## src/rtl/bus_timer_pkg.sv

```systemverilog
// bus_timer_pkg: shared FSM encoding, register offsets, CTRL bit positions and region code
package bus_timer_pkg;
    typedef enum logic [1:0] {IDLE = 2'd0, RUN = 2'd1, EXPIRED = 2'd2} state_t;
    localparam logic [1:0] REG_CTRL = 2'd0;
    localparam logic [1:0] REG_LOAD = 2'd1;
    localparam logic [1:0] REG_COUNT = 2'd2;
    localparam logic [1:0] REG_STATUS = 2'd3;
    localparam int CTRL_EN = 0;
    localparam int CTRL_AUTO = 1;
    localparam int CTRL_IE = 2;
    localparam logic [1:0] REGION_TIMER = 2'b11;
endpackage

```

## src/rtl/bus_timer_tick_gen.sv

```systemverilog
// tick_gen: prescaler that pulses tick on the last clk of every PRESCALE-cycle period
module tick_gen
    import bus_timer_pkg::*;
#(
    parameter int PRESCALE = 50000
) (
    input  logic clk,
    input  logic resetn,
    input  logic clear,
    input  logic enable,
    output logic tick
);
    localparam int W = PRESCALE > 1 ? $clog2(PRESCALE) : 1;
    localparam logic [W-1:0] LAST = W'(PRESCALE - 1);
    logic [W-1:0] cnt;
    assign tick = enable && cnt == LAST;
    always_ff @(posedge clk or negedge resetn) begin
        if (!resetn) cnt <= '0;
        else if (clear) cnt <= '0;
        else if (enable) cnt <= tick ? '0 : cnt + 1'b1;
    end
endmodule

```

## src/rtl/bus_timer.sv

```systemverilog
// bus_timer: memory-mapped down-counting timer with auto-reload, sticky DONE and registered irq
module bus_timer
    import bus_timer_pkg::*;
#(
    parameter int n = 9,
    parameter int PRESCALE = 50000
) (
    input  logic         clk,
    input  logic         resetn,
    input  logic [n-1:0] ADDR,
    input  logic [n-1:0] DOUT,
    input  logic         W,
    output logic [n-1:0] rdata,
    output logic         irq,
    output logic [1:0]   state_o
);
    state_t state, state_nxt;
    logic [2:0] ctrl;
    logic [n-1:0] load, count, count_nxt, load_nxt;
    logic done, done_nxt, tick, start, stop, en_nxt;
    logic sel, wr, wr_ctrl, wr_load, wr_status;
    logic [1:0] off;
    logic addr_unused;
    assign addr_unused = ^ADDR[n-3:2];
    assign sel = ADDR[n-1:n-2] == REGION_TIMER;
    assign off = ADDR[1:0];
    assign wr = W & sel;
    assign wr_ctrl = wr && off == REG_CTRL;
    assign wr_load = wr && off == REG_LOAD;
    assign wr_status = wr && off == REG_STATUS;
    // start decisions see the values being written on this same edge
    assign en_nxt = wr_ctrl ? DOUT[CTRL_EN] : ctrl[CTRL_EN];
    assign load_nxt = wr_load ? DOUT : load;
    assign stop = wr_ctrl && !DOUT[CTRL_EN];
    assign start = en_nxt && load_nxt != '0 && (state == IDLE || (state == EXPIRED && wr_ctrl));
    tick_gen #(.PRESCALE(PRESCALE)) u_tick (
        .clk(clk),
        .resetn(resetn),
        .clear(start),
        .enable(state == RUN),
        .tick(tick)
    );
    always_comb begin
        state_nxt = state;
        count_nxt = count;
        done_nxt = done;
        if (wr_status && DOUT[0]) done_nxt = 1'b0;
        if (stop) state_nxt = IDLE;
        else if (start) begin
            state_nxt = RUN;
            count_nxt = load_nxt;
        end
        else if (state == EXPIRED && wr_ctrl) state_nxt = IDLE;
        else if (state == IDLE && wr_load) count_nxt = DOUT;
        else if (state == RUN && tick && count > n'(1)) count_nxt = count - 1'b1;
        else if (state == RUN && tick && count == n'(1)) begin
            done_nxt = 1'b1;
            count_nxt = ctrl[CTRL_AUTO] ? load : '0;
            state_nxt = ctrl[CTRL_AUTO] ? RUN : EXPIRED;
        end
    end
    always_ff @(posedge clk or negedge resetn) begin
        if (!resetn) state <= IDLE;
        else state <= state_nxt;
    end
    always_ff @(posedge clk or negedge resetn) begin
        if (!resetn) begin
            ctrl <= '0;
            load <= '0;
            count <= '0;
            done <= 1'b0;
            irq <= 1'b0;
        end else begin
            if (wr_ctrl) ctrl <= DOUT[2:0];
            if (wr_load) load <= DOUT;
            count <= count_nxt;
            done <= done_nxt;
            irq <= done & ctrl[CTRL_IE];
        end
    end
    assign rdata = !sel ? '0 :
                   off == REG_CTRL ? n'(ctrl) :
                   off == REG_LOAD ? load :
                   off == REG_COUNT ? count : n'(done);
    assign state_o = state;
endmodule
```

## config.mk

```make
export PLATFORM = sky130hd
export DESIGN_NAME = bus_timer
export DESIGN_NICKNAME = d
export VERILOG_FILES = /design/src/rtl/bus_timer_pkg.sv /design/src/rtl/bus_timer_tick_gen.sv /design/src/rtl/bus_timer.sv
export SDC_FILE = /design/constraint.sdc
export NUM_CORES = 1
export LEC_CHECK = 0
export BUFFER_PORTS_ARGS = -buffer_cell sky130_fd_sc_hd__buf_4
export CORE_MARGIN = 2
export CORE_UTILIZATION = 52
export CTS_BUF_LIST = sky130_fd_sc_hd__clkbuf_16
export DETAILED_ROUTE_END_ITERATION = 7
export PLACE_DENSITY_LB_ADDON = 0.1
export SLEW_MARGIN = 30
export SYNTH_ARGS = -nofsm -noshare
export SYNTH_HDL_FRONTEND = slang
export SYNTH_SLANG_ARGS = --single-unit
```

## constraint.sdc

```tcl
create_clock -name clk -period 2.33 [get_ports clk]
set_input_delay 0.3495 -clock clk [delete_from_list [all_inputs] [get_ports clk]]
set_output_delay 0.3495 -clock clk [all_outputs]
set_load 0.02 [all_outputs]
```

==> results summary <==
The count of flip-flops with a built-in enable after synthesis came out at 0. Based on the critical path, the design can be clocked at up to 438 MHz. The number of primary I/O pins is 33. The share of the clock period used by the worst path is 0.980.

The proportion of synthesized chip area in sequential cells is 0.388. The CTS H-tree depth came out at 2. The worst setup path is launched from a flip-flop. The number of cells on the worst reg-to-reg path is 6. The final hold violation count is 0. The post-synth net total came out at 333. The largest total area in the synthesized netlist belongs to dfrtp_1. Ranked by total cell area, the synthesized netlist is headed by dfrtp_1 39%, nor2_1 5.8%, o21ai_0 5.3%. The via total after detailed routing is 2640. In the final layout, the multi-input gates occupy 1550 um2.

The cell-internal power came out at 1.90 mW. The number of nets in the finished design came out at 373. The power per cell area came out at 939 nW/um2. Setup repair after global routing could not meet its margin everywhere. The fraction of synthesis flops using an asynchronous set or reset pin is 1.00.

The detailed-routing wirelength on met1 came out at 3450 um. STA classifies the critical path endpoint as a flip-flop. After the flow finishes, the layout carries non-filler instances totaling 417. The fraction of final layout cells sized beyond drive strength 1 is 0.209. Summed over all nets, wire length on met2 after detailed routing comes to 3350 um. The final global-route overflow total came out at 0.

The final clock skew is 0.00305 ns. The register cell area after layout came out at 1030 um2. The clock passes through at most 2 buffers. For this design the total switching power over the nets is 1.12 mW. TritonCTS built the clock tree. The effective utilization at floorplan is 0.549. After detailed placement, the total cell area comes to 3030 um2. The path category of the worst min-delay check is input pin to async pin. The number of diodes came out at 0.

Yosys printed 0 warnings. Of the total power, combinational logic draws 0.356. The net switching share of the total power is 0.371. After synthesis the netlist holds a flip-flop and latch count of 41. In this run the worst path has a maximum fanout of 4. The number of global-route vias before repair came out at 2480. In this run the mean area of a mapped cell was 8.56 um2. The slowest stage cell on the critical path is or4_4. Setup violations remaining at the end of the flow were counted as 0.

The shortest clock period the worst path allows after layout is 2.28 ns. The global-route wire length before repair is 11900 um. Clock-pin slew was measured on the worst setup and hold paths at 0.06 ns.

The worst IR drop on VDD is 0.472 mV. The number of antenna violations at the first check in global routing came out at 0. For the pin with the worst max-slew slack, the measured transition is 0.800 ns. The portion of synthesized cell area occupied by the leading cell type came out at 0.388. The buffer type at the clock tree root is clkbuf_16. The sequential power share is 0.391.

The pin count of the biggest net entering global routing is 42. The filler cell count came out at 446. The headroom to the max-slew limit came out at 0.467. The synthesized instance count came out at 309. The minimum setup slack after placement came out at 0.0220 ns.

The quantity of I/O buffers inserted on ports came out at 27. The worst setup path is of the flip-flop to flip-flop kind. The clock drives 41 sinks.

The final instance area is 3210 um2. The violation count after the first detailed-routing iteration came out at 194. The routed wire length is 7400 um. The floorplan step defined a die boundary enclosing 5680 um2.

After detailed routing, the number of remaining DRC violations is 0. The post-synthesis to final-layout area growth came out at 21.5%. Measured along the x axis, the die boundary spans 75.3 um. The detail-routed net length per standard cell is 17.7 um. The source-to-sink clock delay at the later pin of the worst-skew pair came out at 0.28 ns. The most used flip-flop cell after synthesis is dfrtp_1. The congestion estimate from routability-driven global placement came to 0.885. In this run the vertical extent of the chip is 75.3 um. The signal on the critical path passes through or4_4 -> a211oi_4 -> o221ai_2 -> a21o_1 -> or4_1 -> nand2_1.

The initialized floorplan defines 25 standard-cell rows. In the routed layout, each cell is associated on average with a via count of 6.33. The total leakage power came out at 1.35 nW. The detailed-placement wirelength estimate came out at 5170 um. Of the total power, the clock network draws 0.253. For the worst setup path, the data arrival time is 2.50 ns.

The first-pass detailed-route iteration total came out at 5. The area of the mapped netlist came out at 2650 um2. The worst path setup slack after routing is 0.0460 ns.

Counting tap cells, the placed design contains a total of 409 instances. The number of clock buffers added by TritonCTS is 5. For the worst setup path, the data required time is 2.55 ns. The highest metal layer with signal wires is met4.

The count of max-cap constraint violations is 0. The number of pins exceeding their max-slew limit in the final report came to 0. Wire segments on met3 add up to 457 um in the final route. Across every metal layer, demand over resource in global routing totals 0.276.

The run finished with clean final reports. The distinct cell type count after synthesis came out at 49. The region available for standard cell placement spans 4820 um2. The largest stage delay on the critical path is 0.57 ns. The number of routed nets with antenna violations came out at 0.
[layout by cell type (no fill, tap or decap), types with 4 or more instances in the layout]
master / count
o31ai_1: 6
or4_4: 4
mux2i_1: 4
nor2_1: 41
a21oi_1: 19
inv_1: 11
o21ai_0: 28
clkbuf_16: 5
o21ai_1: 12
nand2_1: 20
a22oi_1: 7
nand3_1: 17
mux2_2: 9
a311oi_1: 8
or4_1: 8
nor3_1: 4
buf_4: 45
or3_1: 7
dfrtp_1: 41
[cell usage after synthesis, types with 3 or more instances]
cell	n
or4_1	10
nand4_1	3
clkbuf_1	9
inv_1	10
and3_1	4
a311oi_1	8
mux2_2	9
dfrtp_1	41
or3_1	7
a22oi_1	7
o21ai_0	28
ha_1	3
a21o_1	3
nand3_1	17
o21ai_1	12
nor2b_1	3
o211ai_1	3
a21oi_1	20
o31ai_1	6
nand2_1	20
mux2i_1	4
nor2_1	41
nor3_1	4
xor2_1	3
[logic make-up (layout without fill, tap and decap cells)]
logic type,after synthesis,in the layout,synth area share
AOI/OAI and AO/OA,100,100,0.239
xor gates and xnor gates,5,5,0.0166
adders and majority gates,3,3,0.0142
buffers and inverters,23,64,0.0378
DFF,41,41,0.388
muxes,14,14,0.0619
and+or+nand+nor,123,123,0.243
[power by group through the flow]
stage	registers [mW]	logic (mW)	clock network (mW)
final	1.18	1.07	0.764
after global routing	1.21	1.20	0.803
after CTS	1.16	1.05	0.779
after detailed placement	1.17	1.03	0
after global placement	1.16	1.01	0
after floorplan	1.12	0.711	0
[worst max-delay path, delay by kind of cell, from the launching register on]
family / cells / cell delay, ns
AND/OR/NAND/NOR: 3 / 1.15
AO/OA/AOI/OAI: 3 / 0.64
flip-flops: 1 / 0.43
[sequential cells by signal (all words and copies together) (netlist names)]
signal and flops:
done 1, ctrl 3, irq 1, count 9, state_o 2, u_tick.cnt 16, load 9
[metrics by stage]
stage,util,hold slack [ns],setup TNS (ns),power [mW]
after CTS,0.662,0.0676,0,2.99
final,0.667,0.0468,0,3.02
after detailed placement,0.628,0.364,0,2.20
after global placement,0.628,0.365,0,2.16
after floorplan,-,0.0539,0,1.83
after global routing,0.667,0.0867,-0.0204,3.21
[path summary, 6_finish.rpt]
check                         from       endpoint  slack, ns
max                        load[0]  u_tick.cnt[6]       0.05
min                         resetn            irq       0.05
max reg2reg                load[0]  u_tick.cnt[6]       0.05
min reg2reg                ctrl[2]            irq       0.52
max in group asynchronous   resetn       count[7]       1.91
min in group clk           DOUT[2]        ctrl[2]       0.34
[what timing repair did]
| action | CTS | global route |
|---|---|---|
| setup endpoints to repair | 0 | 15 |
| resized for setup | 0 | 6 |
| hold buffers | 0 | 0 |
| endpoints found under the hold margin | 0 | 0 |
| buffers inserted | 0 | 0 |
[metal layers]
| metal | vias up | track usage |
|---|---|---|
| li1 | 1241 | - |
| met3 | 16 | 0.0556 |
| met4 | 0 | 0.0936 |
| met5 | - | 0 |
| met2 | 102 | 0.420 |
| met1 | 1281 | 0.396 |
[cell type report]
class,instances,share of cell area
clock buffers,5,0.0389
clock inverters,3,0.0117
inverters,10,0.0117
multi-input cells,245,0.481
flip-flops and latches,41,0.319
well taps,67,0.0261
repair buffers,46,0.111
Power figures use the tool's default switching activity.
